`config.mk`:
```
export PLATFORM = sky130hd
export DESIGN_NAME = ws_frame_sched_flat
export DESIGN_NICKNAME = d
export VERILOG_FILES = /design/src/rtl/ws_frame_sched_if.sv /design/src/rtl/ws_frame_sched.sv /design/src/flat_wrapper.sv
export SDC_FILE = /design/constraint.sdc
export NUM_CORES = 1
export LEC_CHECK = 0
export ABC_CLOCK_PERIOD_IN_PS = 3000
export CAP_MARGIN = 10
export CELL_PAD_IN_SITES_DETAIL_PLACEMENT = 1
export CELL_PAD_IN_SITES_GLOBAL_PLACEMENT = 1
export CORE_UTILIZATION = 23
export CTS_CLUSTER_DIAMETER = 50
export CTS_CLUSTER_SIZE = 25
export DETAILED_ROUTE_END_ITERATION = 16
export PLACE_DENSITY = 0.42
export SYNTH_ARGS = -nofsm -noshare
export SYNTH_HDL_FRONTEND = slang
export SYNTH_SLANG_ARGS = --single-unit
```
`constraint.sdc`:
```
create_clock -name external_clk -period 3 [get_ports external_clk]
set_input_delay 0.6 -clock external_clk [delete_from_list [all_inputs] [get_ports external_clk]]
set_output_delay 0.6 -clock external_clk [all_outputs]
set_load 0.1 [all_outputs]
```
`src/rtl/ws_frame_sched_if.sv`:
```
// Pixel write, commit and sender handshake bundle for ws_frame_sched.
// The slave modport is the scheduler side; master is the producer/sender side.
interface ws_frame_sched_if #(
  parameter int WS_NUM = 16,
  parameter int ADDR_W = (WS_NUM > 1) ? $clog2(WS_NUM) : 1
);
  logic                    a_req;
  logic [ADDR_W-1:0]       a_addr;
  logic [23:0]             a_color;
  logic                    a_gnt;
  logic                    b_req;
  logic [ADDR_W-1:0]       b_addr;
  logic [23:0]             b_color;
  logic                    b_gnt;
  logic                    commit;
  logic                    send_busy;
  logic                    send_start;
  logic [24*WS_NUM-1:0]    wscolor;
  logic [15:0]             frame_cnt;
  logic                    overrun;

  modport slave (
    input  a_req, a_addr, a_color, b_req, b_addr, b_color, commit, send_busy,
    output a_gnt, b_gnt, send_start, wscolor, frame_cnt, overrun
  );

  modport master (
    output a_req, a_addr, a_color, b_req, b_addr, b_color, commit, send_busy,
    input  a_gnt, b_gnt, send_start, wscolor, frame_cnt, overrun
  );
endinterface

```
`src/rtl/ws_frame_sched.sv`:
```
// WS2812 frame scheduler: round-robin shadow-buffer writes, periodic shadow->active
// copy and sender frame tracking. Define WS_SCHED_AUTOCOMMIT_EN to copy on every frame.
module ws_frame_sched #(
  parameter logic [31:0] CLKHZ    = 32'd50_000_000,
  parameter logic [31:0] FRAME_HZ = 32'd30,
  parameter int          WS_NUM   = 16
) (
  input  logic              external_clk,
  input  logic              external_rstn,
  ws_frame_sched_if.slave   bus
);

  localparam int          ADDR_W    = (WS_NUM > 1) ? $clog2(WS_NUM) : 1;
  localparam logic [31:0] TICK_LAST = (CLKHZ / FRAME_HZ) - 32'd1;
  localparam logic        WIN_A     = 1'b0;
  localparam logic        WIN_B     = 1'b1;

  typedef enum logic [2:0] {
    S_WAIT  = 3'd0,
    S_SWAP  = 3'd1,
    S_START = 3'd2,
    S_ACK   = 3'd3,
    S_BUSY  = 3'd4
  } state_t;

  state_t                state_q, state_d;
  logic [31:0]           tick_cnt_q, tick_cnt_d;
  logic                  tick_s;
  logic                  last_win_q, last_win_d;
  logic [23:0]           shadow_q [WS_NUM];
  logic [23:0]           shadow_d [WS_NUM];
  logic [24*WS_NUM-1:0]  active_q, active_d;
  logic [15:0]           frame_cnt_q, frame_cnt_d;
  logic                  overrun_q, overrun_d;
  logic                  commit_pend_q, commit_pend_d;
  logic                  send_start_q, send_start_d;
  logic                  a_gnt_s, b_gnt_s, wr_en_s, copy_s;
  logic [ADDR_W-1:0]     wr_addr_s;
  logic [23:0]           wr_color_s;

  // Compared at 32 bits so an index that can exceed the pixel count is caught.
  function automatic logic addr_ok(input logic [ADDR_W-1:0] addr);
    return ({{(32-ADDR_W){1'b0}}, addr} < 32'(WS_NUM));
  endfunction

  // Round-robin grant: on contention the requester that did not win last time goes.
  always_comb begin
    a_gnt_s = 1'b0;
    b_gnt_s = 1'b0;
    if (bus.a_req && bus.b_req) begin
      a_gnt_s = (last_win_q == WIN_B);
      b_gnt_s = (last_win_q == WIN_A);
    end else begin
      a_gnt_s = bus.a_req;
      b_gnt_s = bus.b_req;
    end
  end

  // Winning write selection and round-robin history update.
  always_comb begin
    wr_en_s    = 1'b0;
    wr_addr_s  = bus.a_addr;
    wr_color_s = bus.a_color;
    last_win_d = last_win_q;
    if (a_gnt_s) begin
      wr_en_s    = addr_ok(bus.a_addr);
      last_win_d = WIN_A;
    end else if (b_gnt_s) begin
      wr_addr_s  = bus.b_addr;
      wr_color_s = bus.b_color;
      wr_en_s    = addr_ok(bus.b_addr);
      last_win_d = WIN_B;
    end else begin
      wr_en_s    = 1'b0;
    end
  end

  // Free-running refresh divider.
  always_comb begin
    tick_s     = (tick_cnt_q == TICK_LAST);
    tick_cnt_d = tick_s ? 32'd0 : (tick_cnt_q + 32'd1);
  end

  // Frame FSM next state and copy strobe.
  always_comb begin
    state_d = state_q;
    copy_s  = 1'b0;
    case (state_q)
      S_WAIT:  state_d = tick_s ? S_SWAP : S_WAIT;
      S_SWAP: begin
`ifdef WS_SCHED_AUTOCOMMIT_EN
        copy_s  = 1'b1;
`else
        copy_s  = commit_pend_q || bus.commit;
`endif
        state_d = S_START;
      end
      S_START: state_d = S_ACK;
      S_ACK:   state_d = bus.send_busy ? S_BUSY : S_ACK;
      S_BUSY:  state_d = bus.send_busy ? S_BUSY : S_WAIT;
      default: state_d = S_WAIT;
    endcase
  end

  // Buffers, counters and flags; a tick outside S_WAIT is only recorded as overrun.
  always_comb begin
    for (int i = 0; i < WS_NUM; i++) begin
      shadow_d[i] = (wr_en_s && (wr_addr_s == ADDR_W'(i))) ? wr_color_s : shadow_q[i];
      active_d[24*i +: 24] = copy_s ? shadow_q[i] : active_q[24*i +: 24];
    end
    send_start_d = (state_d == S_START);
    frame_cnt_d  = (state_q == S_START) ? (frame_cnt_q + 16'd1) : frame_cnt_q;
    overrun_d    = overrun_q | (tick_s && (state_q != S_WAIT));
`ifdef WS_SCHED_AUTOCOMMIT_EN
    commit_pend_d = 1'b0;
`else
    if (bus.commit) begin
      commit_pend_d = 1'b1;
    end else if (state_q == S_SWAP) begin
      commit_pend_d = 1'b0;
    end else begin
      commit_pend_d = commit_pend_q;
    end
`endif
  end

  // Control state registers.
  always_ff @(posedge external_clk or negedge external_rstn) begin
    if (!external_rstn) begin
      state_q       <= S_WAIT;
      tick_cnt_q    <= 32'd0;
      last_win_q    <= WIN_B;
      frame_cnt_q   <= 16'd0;
      overrun_q     <= 1'b0;
      commit_pend_q <= 1'b0;
      send_start_q  <= 1'b0;
    end else begin
      state_q       <= state_d;
      tick_cnt_q    <= tick_cnt_d;
      last_win_q    <= last_win_d;
      frame_cnt_q   <= frame_cnt_d;
      overrun_q     <= overrun_d;
      commit_pend_q <= commit_pend_d;
      send_start_q  <= send_start_d;
    end
  end

  // Shadow and active pixel buffers.
  always_ff @(posedge external_clk or negedge external_rstn) begin
    if (!external_rstn) begin
      for (int i = 0; i < WS_NUM; i++) begin
        shadow_q[i] <= 24'd0;
      end
      active_q <= '0;
    end else begin
      for (int i = 0; i < WS_NUM; i++) begin
        shadow_q[i] <= shadow_d[i];
      end
      active_q <= active_d;
    end
  end

  assign bus.a_gnt      = a_gnt_s;
  assign bus.b_gnt      = b_gnt_s;
  assign bus.send_start = send_start_q;
  assign bus.wscolor    = active_q;
  assign bus.frame_cnt  = frame_cnt_q;
  assign bus.overrun    = overrun_q;

endmodule
```
`src/flat_wrapper.sv`:
```
// flat-port wrapper written by rule: the top's interface ports become plain ports
module ws_frame_sched_flat 
#(
  parameter logic [31:0] CLKHZ    = 32'd50_000_000,
  parameter logic [31:0] FRAME_HZ = 32'd30,
  parameter int          WS_NUM   = 16
)
  (external_clk, external_rstn, bus_a_req, bus_a_addr, bus_a_color, bus_b_req, bus_b_addr, bus_b_color, bus_commit, bus_send_busy, bus_a_gnt, bus_b_gnt, bus_send_start, bus_wscolor, bus_frame_cnt, bus_overrun);
  ws_frame_sched_if #(.WS_NUM(WS_NUM)) bus_i ();
  input  logic external_clk;
  input  logic external_rstn;
  input wire logic [$bits(bus_i.a_req)-1:0] bus_a_req;
  input wire logic [$bits(bus_i.a_addr)-1:0] bus_a_addr;
  input wire logic [$bits(bus_i.a_color)-1:0] bus_a_color;
  input wire logic [$bits(bus_i.b_req)-1:0] bus_b_req;
  input wire logic [$bits(bus_i.b_addr)-1:0] bus_b_addr;
  input wire logic [$bits(bus_i.b_color)-1:0] bus_b_color;
  input wire logic [$bits(bus_i.commit)-1:0] bus_commit;
  input wire logic [$bits(bus_i.send_busy)-1:0] bus_send_busy;
  output wire logic [$bits(bus_i.a_gnt)-1:0] bus_a_gnt;
  output wire logic [$bits(bus_i.b_gnt)-1:0] bus_b_gnt;
  output wire logic [$bits(bus_i.send_start)-1:0] bus_send_start;
  output wire logic [$bits(bus_i.wscolor)-1:0] bus_wscolor;
  output wire logic [$bits(bus_i.frame_cnt)-1:0] bus_frame_cnt;
  output wire logic [$bits(bus_i.overrun)-1:0] bus_overrun;
  assign bus_i.a_req = bus_a_req;
  assign bus_i.a_addr = bus_a_addr;
  assign bus_i.a_color = bus_a_color;
  assign bus_i.b_req = bus_b_req;
  assign bus_i.b_addr = bus_b_addr;
  assign bus_i.b_color = bus_b_color;
  assign bus_i.commit = bus_commit;
  assign bus_i.send_busy = bus_send_busy;
  assign bus_a_gnt = bus_i.a_gnt;
  assign bus_b_gnt = bus_i.b_gnt;
  assign bus_send_start = bus_i.send_start;
  assign bus_wscolor = bus_i.wscolor;
  assign bus_frame_cnt = bus_i.frame_cnt;
  assign bus_overrun = bus_i.overrun;
  ws_frame_sched #(.CLKHZ(CLKHZ), .FRAME_HZ(FRAME_HZ), .WS_NUM(WS_NUM)) u_core (.external_clk(external_clk), .external_rstn(external_rstn), .bus(bus_i));
endmodule
```
Word level (Yosys, flattened, before mapping) --
Cells that the tools add are included.
Cells by class: bitwise logic cells 2, shift operators 0, divide/modulo/power cells 0, magnitude comparators 0, multipliers 0, equal/unequal tests 21, reductions and logical operators 24, mux-type cells 18, add/sub/neg operators 2
Operators by type and width (number):
- $mux W24 | 2
- $add A32 B1 Y32 const B | 1
- $eq A32 B21 Y1 const B | 1
- $eq A4 B4 Y1 const B | 8
- $mux W32 | 1
- $logic_and A1 B1 Y1 | 18
- $add A16 B1 Y16 const B | 1
- $eq A4 B3 Y1 const B | 4
- $pmux W3 S5 | 1
- $mux W1 | 10
- $eq A3 B2 Y1 const B | 3
- $eq A4 B2 Y1 const B | 2
- $mux W4 | 2
- $mux W3 | 2
- $eq A4 B1 Y1 const B | 1
- $logic_not A4 Y1 | 1
- $reduce_bool A2 Y1 | 2
- $eq A3 B1 Y1 const B | 1
- $eq A3 B3 Y1 const B | 1
- $logic_not A3 Y1 | 1
- $reduce_bool A3 Y1 | 1
- $logic_or A1 B1 Y1 | 1
- $not A1 Y1 | 1
- $or A1 B1 Y1 | 1
Word-level totals: flip-flop bits (word level) 823, bits in writable memories 0, bits in latches 0, bits in read-only memories 0, memories 0

Depth between registers and ports, before layout --
Gate-level depths: netlist (run 1).
word-level depth 6, depth in mapped cells 8, mapped depth without buffers 5

Least setup slack after synthesis (run 1) --
OpenSTA, ideal clock, no wires.
kind input -> register, start in bus_b_req, end reg u_core.shadow_q[133] in the netlist's numbering, data arrival time 2.910 ns, stages 8, data required time 2.875 ns, path buffers 3, slack -0.034 ns, path through a21bo_1 -> buf_6 -> buf_6 -> inv_1 -> a32oi_4 -> nor4_4 -> buf_4 -> mux2_2
On the way: longest elaborated chain between the ends 6, elaborated cells on any way between the ends 11, classes of those cells eq/ne (1); mux (8); reduce/logical (2)
RTL lines:
- from (decl) | line flat_wrapper.sv:15 | input wire logic [$bits(bus_i.b_req)-1:0] bus_b_req;
- $logic_and A1 B1 Y1 | line ws_frame_sched.sv:50 | if (bus.a_req && bus.b_req) begin
- $mux W1 (*) | line ws_frame_sched.sv:50
- net bus_b_gnt | line flat_wrapper.sv:21 | output wire logic [$bits(bus_i.b_gnt)-1:0] bus_b_gnt;
- $mux W4 | line ws_frame_sched.sv:68 | end else if (b_gnt_s) begin
- $mux W4 | line ws_frame_sched.sv:65 | if (a_gnt_s) begin
- $eq A4 B4 Y1 | line ws_frame_sched.sv:108 | shadow_d[i] = (wr_en_s && (wr_addr_s == ADDR_W'(i))) ? wr_color_s : shadow_q[i];
- $logic_and A1 B1 Y1 | line ws_frame_sched.sv:108
- to (signal, indexed assignment) | line ws_frame_sched.sv:157 | shadow_q[i] <= shadow_d[i];
- to (decl) | line ws_frame_sched.sv:30 | logic [23:0] shadow_q [WS_NUM];
Mark *: on every way through the listed nets, which the timed path passes. The rest lies on a longest branch. A chain may end at the register's enable or synchronous reset.

Final worst setup path (run 1) --
start reg u_core.last_win_q, end out bus_b_gnt
On the way: longest elaborated chain between the ends 2
RTL lines:
- from (decl) | line ws_frame_sched.sv:29 | logic last_win_q, last_win_d;
- from (signal assigned) | line ws_frame_sched.sv:140 | last_win_q <= last_win_d;
- $not A1 Y1 | line ws_frame_sched.sv:52 | b_gnt_s = (last_win_q == WIN_A);
- $mux W1 | line ws_frame_sched.sv:50
- to (decl) | line flat_wrapper.sv:21
Every way passes these cells.

==> out/qor.yml, run 1 <==
global_routing:
  busiest_layer: "met2"
  met2_usage_pct: 22.96
  grt_max_degree: 95
  antenna_found_initial: 6
  grt_use_met1_pct: 19.55
  grt_util_met3_pct: 5.121
  grtUsageTotal_pct: 14.86
  grt_pass1_wl_microns: 152800
  first_global_vias: 21010
  overflow: 0
drt:
  ant_nets: 0
  wl_microns: 102500
  routedWlPerCell_microns: 23.14
  drt_first_pass_iters: 4
  viasPerCell: 4.203
  drt_iter0_markers: 579
  vias: 18610
  route.detailed.drc: 0
cts:
  ctsHtreeMaxLevel: 3
  cts_buffers: 118
  insertion_delay_ns: 0.74
  cts_buffer_depth: 3
  cts_tree: "yes"
  clkTransAtPathRegs_ns: 0.06
  root_buffer: "clkbuf_16"
  clock_sinks: 823
worst_setup_path:
  path_class: "reg -> out"
  worst_ep_arrival_time_ns: 2.27
  critical_path.max_fanout: 8
  path_cells: "a21bo_2 > clkinvlp_4 > buf_4 > buf_12"
  cpPeakStageDelay_ns: 0.57
  cp.required_ns: 2.40
  crit_path_start_kind: "register"
  end_kind: "output pin"
  slowest_stage: "dfstp_2"
cells_and_area:
  post-route-util_pct: 31.30
  drive_above_1_share_pct: 58.41
  layout_commonest_cell: "dfrtp_1"
  mostFrequentLayoutCells: "dfrtp_1 (822), mux2_2 (778), buf_4 (442)"
  syn2layout_area_growth_pct: 35.10
  nets: 2591
yosys:
  synthesis.nets: 2004
  yosysSeqAreaShare_pct: 64.73
  synth_ff_type: "dfrtp_1"
  synth_cell_types: 46
  netlist_area_sq_mm: 0.03182
  synth_edf_count: 0
  ys_seq_elements: 823
  avgSynthCellArea_sq_um: 16.41
  synth_top_area_share_pct: 64.65
  ys_async_sr_fraction_pct: 100.0
  ys_warn_count: 0
  syn_inst: 1939
  netlist_top_cells_area: "dfrtp_1 (65%), mux2_2 (28%), nor4_4 (0.80%)"
  synth.largest_area_cell: "dfrtp_1"
timing:
  setup_violations: 0
  fin_crit_sh_pct: 95.72
  worstMarginPinSlew_ns: 0.6026
  fmax_mhz: 348.2
  hold_viol_final: 0
  finClkSkew_ns: 0.04683
  setup_tns_ns: 0
  min_period_ns: 2.872
  whs_ns: 0.4008
  slew_violations: 0
  slew_headroom_pct: 59.83
  rsz0062_at_grt: "no"
place:
  portBuffers: 465
  place_congestion: 0.7230
  detailed_place_hpwl_microns: 69010
run_status:
  status: "completed"
floorplanning:
  coreArea_sq_mm: 0.1373
  rows: 136
  die_w_microns: 373.9
  die_h_microns: 373.9
  initial_utilization_pct: 23.17
  io_pins: 466
  die_area_sq_mm: 0.1398
min_path:
  hold_path_class: "in -> async"
flow_run:
  cap_violations: 0
## per-stage QoR
| stage | setup WS, ns | instances | cell area (sq um) |
|---|---|---|---|
| after CTS | 0.05233 | 4422 | 42970 |
| final | 0.1284 | 4427 | 42980 |
| after global routing | 0.01445 | 4422 | 42970 |
| after detailed placement | -0.2063 | 4199 | 38770 |
| after global placement | -0.1356 | 4199 | 38770 |
| after floorplan | 0.08607 | 1939 | 31820 |
## final cells by class
cell class / instances / area [sq um]
fillers: 14240 / 94340
flip-flops and latches: 823 / 20600
multi-input cells: 994 / 10530
repair buffers: 574 / 5345
clock buffers: 137 / 3144
well taps: 1794 / 2245
clock inverters: 85 / 1051
inverters: 15 / 60.06
diodes: 5 / 12.51
## worst max-delay path, delay by kind of cell (launching register included)
kind / cells / cell delay (ns)
AOI/OAI and AO/OA: 1 / 0.42
buffers and inverters: 3 / 0.53
DFF: 1 / 0.57
## per-layer routing
layer  wire, microns  up-vias
li1                -     8116
met5               9        -
met4            2530        2
met1           45320     9894
met3            7632      143
met2           46960      452
## synthesized netlist by cell type (4+ instances only)
library cell / n
dfrtp_1: 822
mux2_2: 778
buf_2: 40
clkbuf_1: 34
xor2_1: 28
buf_6: 22
nor2_1: 18
nor3_1: 18
nand2_1: 17
inv_1: 15
mux2_1: 15
nand3_1: 15
nor4_4: 12
buf_4: 11
xnor2_1: 11
nand4_1: 9
and4_1: 8
a21oi_1: 7
nor4_1: 7
or3_1: 6
o21ai_0: 5
nand4_2: 4
## path summary, 6_finish.rpt
check | from | to | slack, ns | depth (start not counted)
hold / removal | external_rstn | u_core.bus.wscolor[155]$_DFFE_PN0P_ | 0.40 | 2
hold reg to reg | u_core.bus.overrun$_DFF_PN0_ | u_core.bus.overrun$_DFF_PN0_ | 0.46 | 1
setup reg to reg | u_core.last_win_q$_DFFE_PN1P_ | u_core.shadow_q[216]$_DFFE_PN0P_ | 0.31 | 6
min in group external_clk | u_core.bus.overrun$_DFF_PN0_ | u_core.bus.overrun$_DFF_PN0_ | 0.46 | 1
max in group asynchronous | external_rstn | u_core.bus.frame_cnt[15]$_DFFE_PN0P_ | 1.53 | 4
setup / recovery | u_core.last_win_q$_DFFE_PN1P_ | bus_b_gnt | 0.13 | 4
## sequential cells by signal (all words and copies together) (netlist names)
signal                 count
u_core.bus.wscolor       384
u_core.shadow_q          384
u_core.tick_cnt_q         32
u_core.bus.frame_cnt      16
u_core.state_q             3
u_core.bus.overrun         1
u_core.bus.send_start      1
u_core.commit_pend_q       1
u_core.last_win_q          1
## timing repair
action                                 CTS  global route
gates resized for setup                  0             0
endpoints found under the hold margin   22             0
buffers inserted                         0             0
hold buffers                             1             0
## kinds of logic after synthesis
group / Yosys count / share of synthesized area (%)
flops: 823 / 64.73
fa+ha+maj: 3 / 0.1180
buf+inv: 122 / 2.245
compound gates: 22 / 0.5073
xor+xnor: 39 / 1.074
simple gates: 130 / 2.949
mux: 800 / 28.37
Power of run 1 is left out: the tool's default activity adds up to more than one toggle a clock period on the data nets, which glitch-free logic cannot reach.
==> run 2, diff against run 1 <==
--- a/config.mk
+++ b/config.mk
@@ -9,11 +9,12 @@
 export CAP_MARGIN = 10
 export CELL_PAD_IN_SITES_DETAIL_PLACEMENT = 1
 export CELL_PAD_IN_SITES_GLOBAL_PLACEMENT = 1
-export CORE_UTILIZATION = 23
+export CORE_MARGIN = 2
+export CORE_UTILIZATION = 46
 export CTS_CLUSTER_DIAMETER = 50
 export CTS_CLUSTER_SIZE = 25
 export DETAILED_ROUTE_END_ITERATION = 16
-export PLACE_DENSITY = 0.42
+export PLACE_DENSITY = 0.76
 export SYNTH_ARGS = -nofsm -noshare
 export SYNTH_HDL_FRONTEND = slang
 export SYNTH_SLANG_ARGS = --single-unit
==> run 2 against run 1 <==
Utilization increased by 27 points. Final area decreased by 7.0%. Final cell count decreased by 22%. Worst setup slack improved by 0.28 ns. Critical path type unchanged. Hold slack improved by 0.074 ns. Fmax increased by 11%. Register-to-register slack improved by 0.20 ns. Critical path depth increased by 1.
==> out/qor.yml, run 2 (synthesized netlist as in run 1, its figures left out) <==
run_status:
  status: "completed"
timing:
  slew_violations: 0  # unchanged
  rsz0062_at_grt: "no"
  finClkSkew_ns: 0.03049  # -0.01634 ns
  hold_viol_final: 0  # unchanged
  slew_headroom_pct: 46.68  # -13 points
  setup_violations: 0  # unchanged
  min_period_ns: 2.589  # -0.2824 ns
  fin_crit_sh_pct: 86.31  # -9.4 points
  fmax_mhz: 386.2  # +11%
  worstMarginPinSlew_ns: 0.7998  # +0.1972 ns
floorplanning:
  io_pins: 466  # unchanged
  die_h_microns: 267.0  # -29%
  rows: 96  # -29%
  die_w_microns: 267.0  # -29%
  initial_utilization_pct: 46.39  # +23 points
  coreArea_sq_mm: 0.06859  # -50%
  die_area_sq_mm: 0.07129  # -49%
drt:
  route.detailed.drc: 0  # unchanged
  drt_first_pass_iters: 4  # unchanged
  viasPerCell: 5.258  # +25%
  wl_microns: 86500  # -16%
  ant_nets: 0  # unchanged
  routedWlPerCell_microns: 25.02  # +8.1%
  vias: 18180  # -2.3%
  drt_iter0_markers: 808  # +40%
cts:
  ctsHtreeMaxLevel: 3  # unchanged
  root_buffer: "clkbuf_16"
  cts_setup_buffers: 0  # unchanged
  clock_sinks: 823  # unchanged
  cts_buffers: 79  # -33%
  insertion_delay_ns: 0.64  # -0.10 ns
  clkTransAtPathRegs_ns: 0.07  # about the same
  cts_tree: "yes"
  cts_buffer_depth: 3  # unchanged
min_path:
  hold_end: "u_core.bus.overrun$_DFF_PN0_"
  hp-start: "u_core.bus.overrun$_DFF_PN0_"
  holdPathStages: 1
  hold_path_class: "reg -> reg"
worst_setup_path:
  crit_path_start_kind: "register"
  worst_ep_arrival_time_ns: 1.99  # -0.28 ns
  critical_path.max_fanout: 11  # +3
  r2r-start: "u_core.last_win_q$_DFFE_PN1P_"
  r2r_end: "u_core.shadow_q[169]$_DFFE_PN0P_"
  rrSetupSlack_ns: 0.51  # +0.20 ns
  path_class: "reg -> out"
  cp.required_ns: 2.40  # about the same
  end_kind: "output pin"
  ff2ff_path_depth: 6  # unchanged
cells_and_area:
  nets: 2525  # -2.5%
  drive_above_1_share_pct: 56.75  # -1.7 points
  layout_commonest_cell: "dfrtp_1"
  design_area_sq_mm: 0.03997  # -7.0%
  syn2layout_area_growth_pct: 25.62
  mostFrequentLayoutCells: "dfrtp_1 (822), mux2_2 (778), buf_4 (439)"
place:
  dpl_cell_area_sq_mm: 0.03717  # -4.1%
  place_congestion: 0.7778  # +7.6%
  portBuffers: 465  # unchanged
  detailed_place_hpwl_microns: 59320  # -14%
global_routing:
  antenna_found_initial: 7  # +1
  grt_pass1_wl_microns: 131200  # -14%
  grt_max_degree: 109  # +15%
  grtUsageTotal_pct: 24.61  # +9.7 points
  first_global_vias: 20550  # -2.2%
  overflow: 0  # unchanged
flow_run:
  cap_violations: 0  # unchanged
-- run 2: critical path: stages (launching register included) --
cell	delay [ns]
dfstp_2	0.57
a21bo_2	0.18
buf_12	0.16
clkinvlp_4	0.14
buf_4	0.16
buf_12	0.15
-- run 2: worst max-delay path by stage --
| stage | start | end | slack (ns) | depth (start not counted) |
|---|---|---|---|---|
| after floorplan | bus_b_req | u_core.shadow_q[137]$_DFFE_PN0P_ | 0.09 | 8 |
| after global placement | bus_b_req | u_core.shadow_q[173]$_DFFE_PN0P_ | -0.06 | 7 |
| after detailed placement | bus_b_req | u_core.shadow_q[230]$_DFFE_PN0P_ | -0.08 | 8 |
| after CTS | u_core.last_win_q$_DFFE_PN1P_ | bus_b_gnt | 0.38 | 5 |
| after global routing | u_core.last_win_q$_DFFE_PN1P_ | bus_b_gnt | 0.34 | 5 |
| final | u_core.last_win_q$_DFFE_PN1P_ | bus_b_gnt | 0.41 | 5 |
-- run 2: timing repair --
| item | CTS | global route |
|---|---|---|
| hold endpoints to repair | 42 | 0 |
| gates resized for setup | 0 | 0 |
| hold buffers | 1 | 0 |
-- run 2: metrics by stage --
step / worst slack (ns) / utilization (%) / instances / hold slack (ns) / setup TNS, ns
after global routing: 0.3419 / 58.27 / 3456 / 0.4915 / 0
final: 0.4108 / 58.28 / 3458 / 0.4752 / 0
after CTS: 0.3804 / 58.27 / 3456 / 0.4792 / 0
after detailed placement: -0.07887 / 54.20 / 3309 / 0.4611 / -9.383
after floorplan: 0.08607 / - / 1939 / 0.3044 / 0
after global placement: -0.05834 / 54.20 / 3309 / 0.4527 / -7.041
-- run 2: layer usage --
layer / routed length [microns] / part of all wire (%) / vias to the layer above / GRT usage (%)
li1: - / - / 7931 / -
met1: 34810 / 40 / 9689 / 30.62
met2: 42760 / 49 / 442 / 41.22
met3: 6905 / 8.0 / 115 / 7.925
met4: 2000 / 2.3 / 4 / 6.924
met5: 29 / 0.034 / - / 0
-- run 2: area by class of cell --
type	instances	area (sq um)
clock buffers	92	2107
flip-flops and latches	823	20600
diodes	2	5.005
clock inverters	54	673.1
multi-input cells	994	10520
repair buffers	547	4842
well taps	931	1165
fillers	6281	28620
inverters	15	60.06
Power of run 2 is left out for the same reason.
==> run 3, diff against run 2 <==
--- a/config.mk
+++ b/config.mk
@@ -9,12 +9,13 @@
 export CAP_MARGIN = 10
 export CELL_PAD_IN_SITES_DETAIL_PLACEMENT = 1
 export CELL_PAD_IN_SITES_GLOBAL_PLACEMENT = 1
-export CORE_MARGIN = 2
+export CORE_MARGIN = 4
 export CORE_UTILIZATION = 46
 export CTS_CLUSTER_DIAMETER = 50
 export CTS_CLUSTER_SIZE = 25
 export DETAILED_ROUTE_END_ITERATION = 16
 export PLACE_DENSITY = 0.76
+export REMOVE_ABC_BUFFERS = 1
 export SYNTH_ARGS = -nofsm -noshare
 export SYNTH_HDL_FRONTEND = slang
 export SYNTH_SLANG_ARGS = --single-unit
==> run 3 against run 2 <==
Sequential share of layout area hardly changed. Global-route usage is 0.28 points lower. Fmax down 6.8%. Hold slack worse by 0.0044 ns. Critical endpoint unchanged.
==> out/qor.yml, run 3 (synthesized netlist as in run 1, its figures left out) <==
cts:
  clkTransAtPathRegs_ns: 0.07  # about the same
  cts_buffer_depth: 3  # unchanged
  insertion_delay_ns: 0.63  # about the same
  root_buffer: "clkbuf_16"
  clock_sinks: 823  # unchanged
  ctsHtreeMaxLevel: 3  # unchanged
  cts_resized: 0  # unchanged
  cts_buffers: 79  # unchanged
  cts_tree: "yes"
timing:
  finClkSkew_ns: 0.02967  # -0.0008178 ns
  layout_setup_ws_ns: 0.2209  # -0.1899 ns
  fin_crit_sh_pct: 92.64  # +6.3 points
  whs_ns: 0.4707  # -0.004447 ns
  worstMarginPinSlew_ns: 0.7190  # -0.08084 ns
  setup_violations: 0  # unchanged
  slew_violations: 0  # unchanged
  fmax_mhz: 359.8  # -6.8%
  rsz0062_at_grt: "no"
  hold_viol_final: 0  # unchanged
  min_period_ns: 2.779  # +0.1899 ns
  slew_headroom_pct: 52.07  # +5.4 points
worst_setup_path:
  worst_ep_arrival_time_ns: 2.18  # +0.19 ns
  critical_path_buf_inv_count: 3  # -1
  ff2ff_path_depth: 5  # -1
  crit_path_start_kind: "register"
  path_class: "reg -> out"
  path_cells: "a21bo_2 > inv_1 > buf_4 > buf_12"
  rrSetupSlack_ns: 0.33  # -0.18 ns
  r2r_end: "u_core.shadow_q[77]$_DFFE_PN0P_"
  critical_path.max_fanout: 12  # +1
  r2r-start: "u_core.last_win_q$_DFFE_PN1P_"
  slowest_stage: "dfstp_2"
  critPathTopFamily: "flip-flops"
  cp.required_ns: 2.40  # about the same
  end_kind: "output pin"
  cpPeakStageDelay_ns: 0.61  # +0.04 ns
min_path:
  hold_end: "u_core.bus.overrun$_DFF_PN0_"
  hp-start: "u_core.bus.overrun$_DFF_PN0_"
  holdPathStages: 1  # unchanged
  hold_path_class: "reg -> reg"
drt:
  routedWlPerCell_microns: 25.91  # +3.6%
  wl_microns: 89560  # +3.5%
  viasPerCell: 5.327  # +1.3%
  vias: 18420  # +1.3%
  drt_iter0_markers: 820  # +1.5%
  drt_first_pass_iters: 4  # unchanged
  ant_nets: 0  # unchanged
  route.detailed.drc: 0  # unchanged
cells_and_area:
  seqCellArea_sq_mm: 0.02060  # unchanged
  nets: 2527  # +0.079%
  post-route-util_pct: 58.25  # about the same
  antennaDiodeCount: 0  # -2
  drive_above_1_share_pct: 56.89  # +0.14 points
  mostFrequentLayoutCells: "dfrtp_1 (822), mux2_2 (778), buf_4 (450)"
  design_area_sq_mm: 0.03995  # about the same
  layout_commonest_cell: "dfrtp_1"
  syn2layout_area_growth_pct: 25.56  # about the same
  multi_input_area_sq_mm: 0.01056  # +0.33%
  nFillCells: 6286  # +0.080%
global_routing:
  overflow: 0  # unchanged
  grt_max_degree: 103  # -5.5%
  grt_pass1_wl_microns: 136200  # +3.7%
  antenna_found_initial: 1  # -6
  grtUsageTotal_pct: 24.33  # -0.28 points
  first_global_vias: 20730  # +0.85%
floorplanning:
  io_pins: 466  # unchanged
  coreArea_sq_mm: 0.06859  # unchanged
  die_h_microns: 271.0  # +1.5%
  initial_utilization_pct: 46.39  # unchanged
  die_area_sq_mm: 0.07344  # +3.0%
  die_w_microns: 271.0  # +1.5%
  rows: 96  # unchanged
flow_run:
  cap_violations: 0  # unchanged
place:
  post-place-ws_ns: -0.1532  # -0.07434 ns
  detailed_place_hpwl_microns: 60440  # +1.9%
  portBuffers: 465  # unchanged
  place_congestion: 0.7886  # +1.4%
  dpl_cell_area_sq_mm: 0.03711  # -0.18%
run_status:
  status: "completed"
==> run 3: per-stage QoR <==
stage / setup TNS, ns / cells
floorplan: -3215.18 / 1832
global placement: -13.19 / 3311
detailed placement: -26.61 / 3311
CTS: 0 / 3457
global route: 0 / 3457
finish: 0 / 3457
==> run 3: layout make-up <==
cell class                      count  share of cell area (%)
Sequential cell                   823                   51.56
Clock inverter                     58                   1.826
Multi-Input combinational cell    994                   26.43
Tap cell                          931                   2.916
Timing Repair Buffer              549                   11.88
Inverter                           15                  0.1409
Clock buffer                       87                   5.259
==> run 3: worst reg2reg max path, delay by kind of cell, from the launching register on <==
kind                   cells  cell delay [ns]
muxes                      2             0.86
buffers and inverters      1             0.39
DFF                        1             0.61
AOI/OAI and AO/OA          1             0.45
and+or+nand+nor            1             0.26
==> run 3: worst max-delay path by stage <==
stage | to | slack, ns | startpoint | depth (start not counted)
after floorplan | u_core.bus.wscolor[0]$_DFFE_PN0P_ | -7.44 | u_core.state_q[1]$_DFF_PN0_ | 3
after detailed placement | u_core.shadow_q[225]$_DFFE_PN0P_ | -0.15 | bus_b_req | 6
after CTS | bus_b_gnt | 0.16 | u_core.last_win_q$_DFFE_PN1P_ | 4
final | bus_b_gnt | 0.22 | u_core.last_win_q$_DFFE_PN1P_ | 4
after global routing | bus_b_gnt | 0.11 | u_core.last_win_q$_DFFE_PN1P_ | 4
after global placement | u_core.shadow_q[239]$_DFFE_PN0P_ | -0.12 | bus_a_req | 6
==> run 3: layer usage <==
layer  part of all wire [%]  track usage (%)
met1                     42            31.57
met2                     51            42.26
met3                    4.9            4.541
met4                    2.5            6.480
met5                      0                0
==> run 3: what timing repair did <==
action | 4_1_cts | 5_1_grt
buffers inserted | 0 | 0
hold endpoints to repair | 4 | 0
hold buffers | 1 | 0
Power of run 3 is left out for the same reason.
